## config.mk

```make
export PLATFORM = sky130hd
export DESIGN_NAME = led_pattern_gen
export DESIGN_NICKNAME = d
export VERILOG_FILES = /design/src/rtl/led_pattern_gen.sv
export SDC_FILE = /design/constraint.sdc
export NUM_CORES = 1
export LEC_CHECK = 0
export ABC_CLOCK_PERIOD_IN_PS = 5770
export CAP_MARGIN = 25
export CELL_PAD_IN_SITES_DETAIL_PLACEMENT = 1
export CELL_PAD_IN_SITES_GLOBAL_PLACEMENT = 1
export CORE_MARGIN = 2
export CORE_UTILIZATION = 48
export CTS_CLUSTER_DIAMETER = 150
export DETAILED_ROUTE_END_ITERATION = 8
export PLACE_DENSITY = 0.87
export SLEW_MARGIN = 20
export SYNTH_ARGS = -nofsm -noshare
export SYNTH_HDL_FRONTEND = slang
export SYNTH_SLANG_ARGS = --single-unit
```

## constraint.sdc

```tcl
create_clock -name clk -period 5.77 [get_ports clk]
set_input_delay 1.4425 -clock clk [delete_from_list [all_inputs] [get_ports clk]]
set_output_delay 1.4425 -clock clk [all_outputs]
set_load 0.005 [all_outputs]
```

## src/rtl/led_pattern_gen.sv

```systemverilog
// led_pattern_gen: multi-channel LED pattern generator (OFF/ON/BLINK/BURST) driven by a shared tick prescaler
//   clk, rst                 : clock, synchronous active-high reset
//   cfg_valid/cfg_ready      : config handshake; cfg_chan/cfg_mode/cfg_half/cfg_count carry the request
//   cfg_err                  : 1-cycle pulse when cfg_chan names a nonexistent channel
//   leds                     : LED drive, 1 = lit
//   burst_done               : 1-cycle pulse per channel when its burst finishes
module led_pattern_gen #(
  parameter int CLK_FREQ = 25_000_000,
  parameter int TICK_HZ = 1_000,
  parameter int NUM_LEDS = 8,
  parameter int PER_W = 16,
  parameter logic [NUM_LEDS-1:0] RESET_BLINK_MASK = 'h01,
  parameter int RESET_HALF = 500,
  localparam int CW = NUM_LEDS > 1 ? $clog2(NUM_LEDS) : 1
) (
  input  logic                clk,
  input  logic                rst,
  input  logic                cfg_valid,
  output logic                cfg_ready,
  input  logic [CW-1:0]       cfg_chan,
  input  logic [1:0]          cfg_mode,
  input  logic [PER_W-1:0]    cfg_half,
  input  logic [7:0]          cfg_count,
  output logic                cfg_err,
  output logic [NUM_LEDS-1:0] leds,
  output logic [NUM_LEDS-1:0] burst_done
);
  localparam int TICK_DIV = CLK_FREQ / TICK_HZ;
  localparam int PW = $clog2(TICK_DIV);
  localparam logic [PER_W-1:0] ONE = PER_W'(1);
  typedef enum logic [1:0] {M_OFF, M_ON, M_BLINK, M_BURST} mode_e;
  mode_e mode_q [NUM_LEDS];
  mode_e mode_d [NUM_LEDS];
  logic [PER_W-1:0] half_q [NUM_LEDS];
  logic [PER_W-1:0] half_d [NUM_LEDS];
  logic [PER_W-1:0] tcnt_q [NUM_LEDS];
  logic [PER_W-1:0] tcnt_d [NUM_LEDS];
  logic [8:0] rem_q [NUM_LEDS];
  logic [8:0] rem_d [NUM_LEDS];
  logic [NUM_LEDS-1:0] led_q, led_d, done_q, done_d;
  logic [PW-1:0] pcnt_q, pcnt_d;
  logic cfg_ready_q, cfg_err_q, cfg_err_d, tick, hit;
  always_comb begin
    tick = pcnt_q == PW'(TICK_DIV - 1);
    pcnt_d = tick ? '0 : pcnt_q + PW'(1);
    hit = cfg_valid & cfg_ready_q;
    cfg_err_d = hit && 32'(cfg_chan) >= NUM_LEDS;
    for (int i = 0; i < NUM_LEDS; i++) begin
      mode_d[i] = mode_q[i];
      half_d[i] = half_q[i];
      tcnt_d[i] = tcnt_q[i];
      rem_d[i] = rem_q[i];
      led_d[i] = led_q[i];
      done_d[i] = 1'b0;
      // a config hitting this channel overrides any tick in the same cycle
      if (hit && 32'(cfg_chan) == i) begin
        mode_d[i] = mode_e'(cfg_mode);
        half_d[i] = cfg_half;
        tcnt_d[i] = '0;
        rem_d[i] = {cfg_count, 1'b0} - 9'd1;
        led_d[i] = cfg_mode != 2'd0;
        if (cfg_mode == 2'd3 && cfg_count == 8'd0) begin
          mode_d[i] = M_OFF;
          led_d[i] = 1'b0;
          done_d[i] = 1'b1;
        end
      end else if (tick && (mode_q[i] == M_BLINK || mode_q[i] == M_BURST)) begin
        // half of 0 behaves as 1, so the limit is max(half,1)-1
        if (tcnt_q[i] >= ((half_q[i] == '0) ? '0 : half_q[i] - ONE)) begin
          tcnt_d[i] = '0;
          if (mode_q[i] == M_BURST && rem_q[i] == 9'd0) begin
            mode_d[i] = M_OFF;
            led_d[i] = 1'b0;
            done_d[i] = 1'b1;
          end else begin
            led_d[i] = ~led_q[i];
            rem_d[i] = (mode_q[i] == M_BURST) ? rem_q[i] - 9'd1 : rem_q[i];
          end
        end else tcnt_d[i] = tcnt_q[i] + ONE;
      end
    end
  end
  always_ff @(posedge clk) begin
    if (rst) begin
      pcnt_q <= '0;
      cfg_ready_q <= 1'b0;
      cfg_err_q <= 1'b0;
      led_q <= '0;
      done_q <= '0;
      for (int i = 0; i < NUM_LEDS; i++) begin
        mode_q[i] <= RESET_BLINK_MASK[i] ? M_BLINK : M_OFF;
        half_q[i] <= RESET_BLINK_MASK[i] ? PER_W'(RESET_HALF) : '0;
        tcnt_q[i] <= '0;
        rem_q[i] <= '0;
      end
    end else begin
      pcnt_q <= pcnt_d;
      cfg_ready_q <= 1'b1;
      cfg_err_q <= cfg_err_d;
      led_q <= led_d;
      done_q <= done_d;
      mode_q <= mode_d;
      half_q <= half_d;
      tcnt_q <= tcnt_d;
      rem_q <= rem_d;
    end
  end
  assign cfg_ready = cfg_ready_q;
  assign cfg_err = cfg_err_q;
  assign leds = led_q;
  assign burst_done = done_q;
endmodule

```

==> metrics.yaml <==
cts:
  cts_htree_levels: 2
  root_buffer: "clkbuf_16"
  cts.sinks: 376
  cts_buffer_depth: 3
  clk_pin_slew_ps: 60
  clkLatencyLatePin_ps: 580
  cts_tree: "done"
  post-cts-setup-buffers: 0
  cts_resized: 0
  cts_buffers: 43
  postCtsHoldBufs: 0
pwr:
  p_sw_mw: 1.66
  seqPwrFrac_pct: 42.5
  vdd_drop_max_uv: 247
  p_per_area_mw_per_mm2: 258
  clkPwrFrac_pct: 45.8
  p_leak_nw: 9.32
  combPwrFrac_pct: 11.7
  power_mw: 6.24
  swShare_pct: 26.7
  internal-power_mw: 4.58
global_route:
  grtUsageTotal_pct: 28.0
  grt_pass1_wl_um: 108000
  met1_usage_pct: 35.1
  grt_pass1_vias: 20796
  grt_max_degree: 148
  antenna_found_initial: 6
  gr-usage-met2_pct: 47.9
  grt_overflow: 0
  grt_use_met3_pct: 5.05
  global_route.peak_usage_layer: "met2"
placed_design:
  dp_cells: 3330
  io_buffer_count: 48
  placed_cell_area_mm2: 0.0227
  post-place-ws_ps: 1050
  gp_congestion: 0.848
  post-dp-hpwl_um: 46100
die:
  io-pin-count: 50
  initial_core_util_pct: 48.4
  dieWidth_um: 218
  coreArea_mm2: 0.0452
  rows: 78
  dieArea_mm2: 0.0473
  die_h_um: 218
critical_path:
  worstReg2RegStart: "half_q[68]"
  crit_family: "simple AND/OR/NAND/NOR gates"
  worstSetupEndpointType: "register"
  critPathArrivalTime_ps: 5300
  worstSetupStartpoint: "half_q[68]"
  crit_buf_inv: 0
  critPathRequiredTime_ps: 6270
  critical_path.slowest_cell: "nand4bb_1"
  setup.worst_path.start_class: "register"
  critPathKind: "register to register"
  critPathMaxFanout: 16
  path_cells: "or4_1 -> nor3_1 -> nand3b_1 -> nand4bb_1 -> and2_1 -> ha_1 -> nand2b_1 -> a2111oi_0 -> or4_1 -> nand4_1 -> nand2_1 -> nand2_1 -> nor2_1"
  cpPeakStageDelay_ps: 610
cells_and_area:
  fin_area_mm2: 0.0242
  drive_above_1_share_pct: 5.23
  final_cells: 3412
  nets: 2970
  finish.utilization_pct: 53.6
  areaGrowthSynthToFinish_pct: 10.7
  num-fill-cells: 5549
timing:
  tightest_slew_ps: 1240
  drv_slew: 0
  setup_tns_ps: 0
  slew_headroom_pct: 17.2
  timing.hold.ws_ps: 477
  fin_worst_skew_ps: 22.2
  fin_crit_ps: 4800
  rsz0062_at_grt: "false"
  setup_viol: 0
  setup_ws_ps: 970
  max_freq_mhz: 208
  period_share_pct: 83.2
  hold_viol: 0
drt:
  drt_pass1_iterations: 5
  viasPerCell: 5.93
  drc: 0
  ant_nets: 0
  drt_iter0_drc: 1497
  vias: 20221
  detail_route.wirelength_um: 67500
  wl_per_cell_um: 19.8
synth:
  synth-seq-cells: 376
  yosys-top-cells-area: "dfxtp_1, nand2_1, ha_1, xor2_1, a21oi_1"
  synth_top_area_cell: "dfxtp_1"
  synth_ff_type: "dfxtp_1"
  yosysWarnings: 0
  synth_top_area_share_pct: 34.4
  synth.avg_cell_area_um2: 7.83
  synth_nets: 2989
  netlist_instances: 2795
  ys_seq_area_share_pct: 34.4
  synth_edf_count: 0
  synth_cell_types: 86
  async_flop_share_pct: 0
  netlist_area_mm2: 0.0219
worst_hold_path:
  hold_class: "register to register"
  min-delay-start: "half_q[17]"
outcome:
  status: "finished clean"
flow_run:
  max-cap-violations: 0
kinds of logic after synthesis:
kind of cell | count (synthesis) | share of synthesized area, %
AND/OR/NAND/NOR | 1349 | 29.0
AO/OA/AOI/OAI | 426 | 11.9
flip-flops | 376 | 34.4
XOR/XNOR | 268 | 10.7
buffers and inverters | 194 | 3.75
adder cells (fa/ha/maj) | 162 | 9.26
multiplexers | 19 | 0.903
other | 1 | 0.0171
cell usage in the layout (no fill, tap or decap), drive strengths merged, types with 14 or more instances in the layout:
cell	instances
nor2	272
xor2	162
a21oi	231
and3	42
or3	16
nand4	65
buf	20
nand2	584
nor3	87
o22ai	14
dfxtp	376
mux2i	16
or4	17
and2	15
nand3	96
inv	63
a21o	17
o21ai	49
nor4	46
ha	162
xnor2	106
a31oi	15
nand2b	32
clkdlybuf4s50	47
clkbuf	63
registers in the layout (all words and copies together) (netlist names):
register    count
pcnt_q         15
leds            8
burst_done      8
rem_q          72
tcnt_q        128
mode_q         16
cfg_ready       1
half_q        128
per-layer routing:
metal	up-vias	share of wire, %
met3	149	5.9
met1	9974	43
met5	-	0.039
li1	9630	-
met4	4	3.3
met2	464	47
worst register-to-register path: cells and delay by family, from the launching register on:
family          cells  cell delay (ps)
fa+ha+maj           1              260
compound gates      1              460
flops               1              370
simple gates       11             3630
power groups by stage:
stage,combinational (mW),sequential [mW],clock [mW]
floorplan,0.504,2.70,0
global placement,0.666,2.71,0
detailed placement,0.713,2.71,0
CTS,0.724,2.65,2.91
global route,0.810,2.65,3.01
finish,0.729,2.65,2.86
Yosys cell counts (all sizes together) (7+ instances only):
library cell and instances:
nand2 584, dfxtp 376, nor2 272, a21oi 231
ha 162, xor2 162, xnor2 106, nand3 96
clkbuf 92, nor3 87, nand4 65, inv 62
o21ai 49, nor4 46, and3 42, buf 39
nand2b 32, a21o 17, or4 17, mux2i 16
or3 16, a31oi 15, and2 15, o22ai 14
a2111oi 13, nand3b 13, nand4b 12, o21a 11
and4 10, nor4b 10, or2 10, a221o 9
nor2b 9, o211ai 7, o31ai 7
worst paths after layout:
kind                endpoint  slack (ps)  cells past startpoint
hold reg to reg   half_q[17]         480                      2
hold / removal    half_q[17]         480                      2
setup / recovery  tcnt_q[72]         970                     13
setup reg to reg  tcnt_q[72]         970                     13
cell type report:
cell class | count | area, um^2 | share of cell area, %
well taps | 600 | 751 | 3.10
clock buffers | 63 | 1340 | 5.55
clock inverters | 16 | 139 | 0.573
flip-flops and latches | 376 | 7530 | 31.1
diodes | 2 | 5.00 | 0.0207
multi-input cells | 2225 | 13600 | 56.1
repair buffers | 67 | 641 | 2.64
inverters | 63 | 236 | 0.976
No activity file was read; power rests on OpenSTA's default activity.
==> RTL change 1: new RTL, same settings <==
Make the reset (`rst`) asynchronous in one clocked block. Comments in the files are not updated.
--- a/src/rtl/led_pattern_gen.sv
+++ b/src/rtl/led_pattern_gen.sv
@@ -82,3 +82,3 @@
   end
-  always_ff @(posedge clk) begin
+  always_ff @(posedge clk or posedge rst) begin
     if (rst) begin
Function: differs if rst is asserted again (counterexample within 4 cycles, from zero or initial values and one cycle with rst high); with rst held inactive, the same outputs for 4 cycles.
==> RTL change 1 against the original RTL <==
Critical path depth is the same; setup slack lost 0.060 ns; sequential cell count is the same; non-clock buffer count grew 12; routed wire length grew 7.7%; sequential share of layout area grew 5.1 points; synthesized area grew 6.7%; final area grew 7.5%; first-iteration DRC count shrank 17%; critical path type unchanged; largest cell class unchanged.
Power is not compared: it rests on default switching activity, and its combinational part moved more than twofold at a synthesized area within 25%.
==> RTL change 1: results (changes against the original RTL) <==
Status
Result of the run: finished, final reports clean (unchanged).

Setup path
The maximum fanout count along the critical path is 11 (was 16). The critical path arrival is 5.37 ns (was 5.30 ns). The master of the slowest instance on the critical path is sky130_fd_sc_hd__a21oi_1 (was sky130_fd_sc_hd__nand4bb_1).

The biggest cell delay along the critical path is 0.77 ns (was 0.61 ns).

Power and ir drop
The worst ir drop on vdd is 0.0002631 V. The static leakage power is 11.94 nW.

Hold path
The worst min-delay path category was reg -> reg (unchanged).

Detailed routing
The violation count after the first detailed-route iteration is 1249 (was 1497). The detailed-router iteration count before antenna repair is 7 (was 5). The routed via count is 20.92k (was 20.22k).

The average routed wire per standard cell is 20.97 um (was 19.78 um).

Yosys
The count of cell types in the netlist is 81 (was 86). The share of synthesized area occupied by flip-flops and latches is 0.4032 (was 0.3439). Cell types with the highest counts after synthesis: 711 x sky130_fd_sc_hd__nand2_1, 369 x sky130_fd_sc_hd__dfrtp_1, 224 x sky130_fd_sc_hd__nor2_1 (was 581 x sky130_fd_sc_hd__nand2_1, 376 x sky130_fd_sc_hd__dfxtp_1, 271 x sky130_fd_sc_hd__nor2_1). The yosys synthesis warning count was 0 (unchanged). The predominant post-synthesis flop cell is sky130_fd_sc_hd__dfrtp_1 (was sky130_fd_sc_hd__dfxtp_1). The post-synthesis async set-or-reset flop share is 1.000 (was 0). Largest cells by area after synthesis: sky130_fd_sc_hd__dfrtp_1 40%, sky130_fd_sc_hd__nand2_1 11%, sky130_fd_sc_hd__ha_1 8.7% (was sky130_fd_sc_hd__dfxtp_1 34%, sky130_fd_sc_hd__nand2_1 10%, sky130_fd_sc_hd__ha_1 9.3%).

Clock network
The clock root buffer is sky130_fd_sc_hd__clkbuf_16 (unchanged). The number of buffers inserted during clock tree synthesis is 46 (was 43). The maximum buffer depth of the clock tree is 3 (unchanged).

The clock slew seen by the registers of the worst setup and hold paths came to 0.06 ns (about the same). The clock latency of the later-clocked register in the worst-skew pair is 0.60 ns (was 0.58 ns). The number of gates resized after cts is 0 (unchanged).

The total number of H-tree levels is 2 (unchanged). The post-CTS setup buffer count is 0 (unchanged).

GRT
The global-route wire length before repair is 118300 um (was 107600 um). The all-layer global routing usage came to 0.2924 (was 0.2802). The pin count of the biggest net entering global routing came to 172 (was 148).

The initial antenna violation count is 1 (was 6). The number of global-route vias before repair was 22.43k (was 20.80k).

Timing
The worst setup skew after layout was 0.02431 ns (was 0.02217 ns). The relative max-transition margin is 0.2454 (was 0.1721).

Cells and area
Regs by FF count: half_q (128), tcnt_q (128), rem_q (72) (unchanged). The fraction of final layout cells sized beyond drive strength 1 is 0.05439 (was 0.05231). The final net count is 3006 (was 2970).

Placement
The cell area reported after detailed placement was 24410 um2 (was 22720 um2). The quantity of I/O buffers inserted on ports is 48 (unchanged). The post-DP HPWL was 49950 um (was 46050 um).

The final estimated routing congestion in global placement is 0.8881 (was 0.8478).
RTL change 1: changes by cell type in the layout (fill, tap and decap cells not counted), sizes merged, moves of 38 or more:
cell   unedited run  this run
dfrtp             0       369
dfxtp           376         0
o21ai            49       150
xor2            162       124
a21oi           231       129
nor2            272       224
nand2           584       711
RTL change 1: logic make-up after synthesis:
group                      Yosys count  share of synthesized area
buffers and inverters              173                    0.03129
adders and majority gates          162                    0.08679
and+or+nand+nor                   1433                     0.2828
muxes                               24                    0.01050
xor gates and xnor gates           217                    0.08138
DFF                                376                     0.4032
AOI/OAI and AO/OA                  405                     0.1037
other                                2                  0.0003216
RTL change 1: cell type report:
type	instances	area [um2]
clock buffer	65	1303
timing repair buffer	79	749.5
antenna	1	2.502
multi-input combinational	2243	13270
inverter	66	251.5
clock inverter	21	299.0
sequential	376	9418
fill	5674	21790
tap	615	769.5
RTL change 1: per-layer routing:
metal / GRT usage / share of wire / vias to the layer above
li1: - / - / 9657
met1: 0.3615 / 0.41 / 10570
met2: 0.5156 / 0.50 / 528
met3: 0.03514 / 0.049 / 162
met4: 0.1254 / 0.039 / 0
met5: 0 / 0 / -
RTL change 1: per-stage QoR:
step	TNS, ns	worst slack [ns]	power, mW	std cells
3_3_place_gp	0	1.015	5.188	3375
5_1_grt	0	0.5231	8.949	3465
4_1_cts	0	0.9441	8.537	3462
2_1_floorplan	-264.52	-0.7169	4.732	2792
3_5_place_dp	0	0.9679	5.382	3376
6_report	0	0.9104	8.500	3466
RTL change 1: worst max-delay path, delay by kind of cell (launching register included):
kind	cells	cell delay (ns)
fa+ha+maj	1	0.32
simple gates	7	2.38
xor+xnor	2	0.41
compound gates	3	1.27
flops	1	0.41
RTL change 1: worst paths after layout:
kind,slack [ns],cells past startpoint,end,from
min,0.47,1,pcnt_q[0]$_DFF_PP0_,pcnt_q[0]$_DFF_PP0_
min in group asynchronous,1.45,3,tcnt_q[53]$_DFFE_PP0P_,rst
max in group asynchronous,3.39,3,tcnt_q[25]$_DFFE_PP0P_,rst
min reg2reg,0.47,1,pcnt_q[0]$_DFF_PP0_,pcnt_q[0]$_DFF_PP0_
max reg2reg,0.91,13,rem_q[4]$_DFFE_PP0P_,half_q[5]$_DFFE_PP0P_
max,0.91,13,rem_q[4]$_DFFE_PP0P_,half_q[5]$_DFFE_PP0P_
RTL change 1: power by group:
| part | internal (mW) | switching (mW) |
|---|---|---|
| Combinational | 0.789 | 1.14 |
| Clock | 1.85 | 1.25 |
| Sequential | 3.00 | 0.465 |
| Total | 5.65 | 2.85 |
==> RTL change 2: new RTL, same settings <==
Without the edit above. Set the parameter `PER_W` to 20 (it was 16).
--- a/src/rtl/led_pattern_gen.sv
+++ b/src/rtl/led_pattern_gen.sv
@@ -10,3 +10,3 @@
   parameter int NUM_LEDS = 8,
-  parameter int PER_W = 16,
+  parameter int PER_W = 20,
   parameter logic [NUM_LEDS-1:0] RESET_BLINK_MASK = 'h01,
Ports: changed (resized cfg_half); port bits go from 50 to 54. The function was not compared with the original's and may differ.
==> RTL change 2 against the original RTL <==
Clock power up 17%; clock skew shrank 0.0038 ns; synthesized area increased by 18%; routed wire length up 21%; via count increased by 19%; global-route usage grew 1.0 points; fmax is 6.8% lower; final area up 18%; sequential cell count grew 64; total power grew 19%; setup slack got worse by 0.35 ns; non-clock buffer count up 26; critical path type unchanged; largest power group unchanged.
==> RTL change 2: results (changes against the original RTL) <==
Status
Result of the run: finished, final reports clean (unchanged).

Placement
The number of placed instances, taps included is 3964 (was 3330). The placement-stage worst setup slack is 0.6295 ns (was 1.045 ns). The quantity of I/O buffers inserted on ports is 52 (was 48).

The post-DP HPWL is 57560 um (was 46050 um). The cell area reported after detailed placement is 26820 um2 (was 22720 um2).

Cells and area
The filler-free cell count of the finished design was 4055 (was 3412). The final net count is 3549 (was 2970). Regs by FF count: half_q (160), tcnt_q (160), rem_q (72) (was half_q (128), tcnt_q (128), rem_q (72)). The number of fill cells is 6455 (was 5549). The fraction of final layout cells sized beyond drive strength 1 came to 0.05171 (was 0.05231).

Detailed routing
The detailed-route vias per instance is 5.953 (was 5.926). The average routed wire per standard cell is 20.20 um (was 19.78 um).

Clock network
The number of buffers inserted during clock tree synthesis was 49 (was 43). The clock latency of the later-clocked register in the worst-skew pair is 0.61 ns (was 0.58 ns).

GRT
The number of global-route vias before repair is 25.39k (was 20.80k). The initial antenna violation count is 2 (was 6). The global-route wire length before repair is 132200 um (was 107600 um).

Yosys
The synthesized instance count is 3343 (was 2795). The count of cell types in the netlist is 88 (was 86). Cell types with the highest counts after synthesis: 722 x sky130_fd_sc_hd__nand2_1, 440 x sky130_fd_sc_hd__dfxtp_1, 364 x sky130_fd_sc_hd__nor2_1 (was 581 x sky130_fd_sc_hd__nand2_1, 376 x sky130_fd_sc_hd__dfxtp_1, 271 x sky130_fd_sc_hd__nor2_1). The number of nets in the synthesized netlist is 3565 (was 2989).

Setup path
The biggest cell delay along the critical path was 0.58 ns (was 0.61 ns). The maximum fanout count along the critical path came to 20 (was 16). The master of the slowest instance on the critical path is sky130_fd_sc_hd__or3_1 (was sky130_fd_sc_hd__nand4bb_1). The critical path arrival was 5.60 ns (was 5.30 ns).

Timing
The worst setup skew after layout is 0.01838 ns (was 0.02217 ns). The measured slew at the worst slew-check pin is 1.084 ns (was 1.237 ns).

Power and ir drop
The static leakage power came to 10.93 nW (was 9.319 nW). The power per unit of standard cell area is 259.3 nW/um2 (was 257.5 nW/um2).
[RTL change 2: path summary, 6_finish.rpt]
check                          startpoint                 endpoint  slack (ns)  cells after the start
hold reg to reg    rem_q[24]$_SDFFE_PP0P_   rem_q[24]$_SDFFE_PP0P_        0.48                      2
setup reg to reg  half_q[62]$_SDFFE_PP0P_  tcnt_q[71]$_SDFFE_PP0P_        0.62                     15
setup / recovery  half_q[62]$_SDFFE_PP0P_  tcnt_q[71]$_SDFFE_PP0P_        0.62                     15
hold / removal     rem_q[24]$_SDFFE_PP0P_   rem_q[24]$_SDFFE_PP0P_        0.48                      2
[RTL change 2: kinds of logic after synthesis]
logic type,synth area share
DFF,0.3420
xor gates and xnor gates,0.1020
muxes,0.008939
other,0.0001456
adders and majority gates,0.09037
and+or+nand+nor,0.2923
buffers and inverters,0.03653
AOI/OAI and AO/OA,0.1277
[RTL change 2: layer usage]
metal  up-vias  part of all wire  wire length (um)  global-route usage
met5         -           0.00016                13                   0
met4         2             0.039              3182              0.1187
met3       206             0.061              4988             0.04808
met2       574              0.48             38940              0.5013
met1     11880              0.42             34800              0.3592
li1      11480                 -                 -                   -
[RTL change 2: layout make-up]
class | count | share of cell area
antenna | 2 | 0.0001755
tap | 688 | 0.03018
inverter | 68 | 0.008949
clock inverter | 19 | 0.01013
clock buffer | 70 | 0.04935
multi-input combinational | 2675 | 0.5628
timing repair buffer | 93 | 0.02952
sequential | 440 | 0.3088
[RTL change 2: report_power, final]
part           leakage (nW)  internal (mW)  total [mW]  switching (mW)
logic                  6.56          0.331       0.943           0.611
clock network         0.823           2.01        3.35            1.34
registers              3.55           3.07        3.11          0.0380
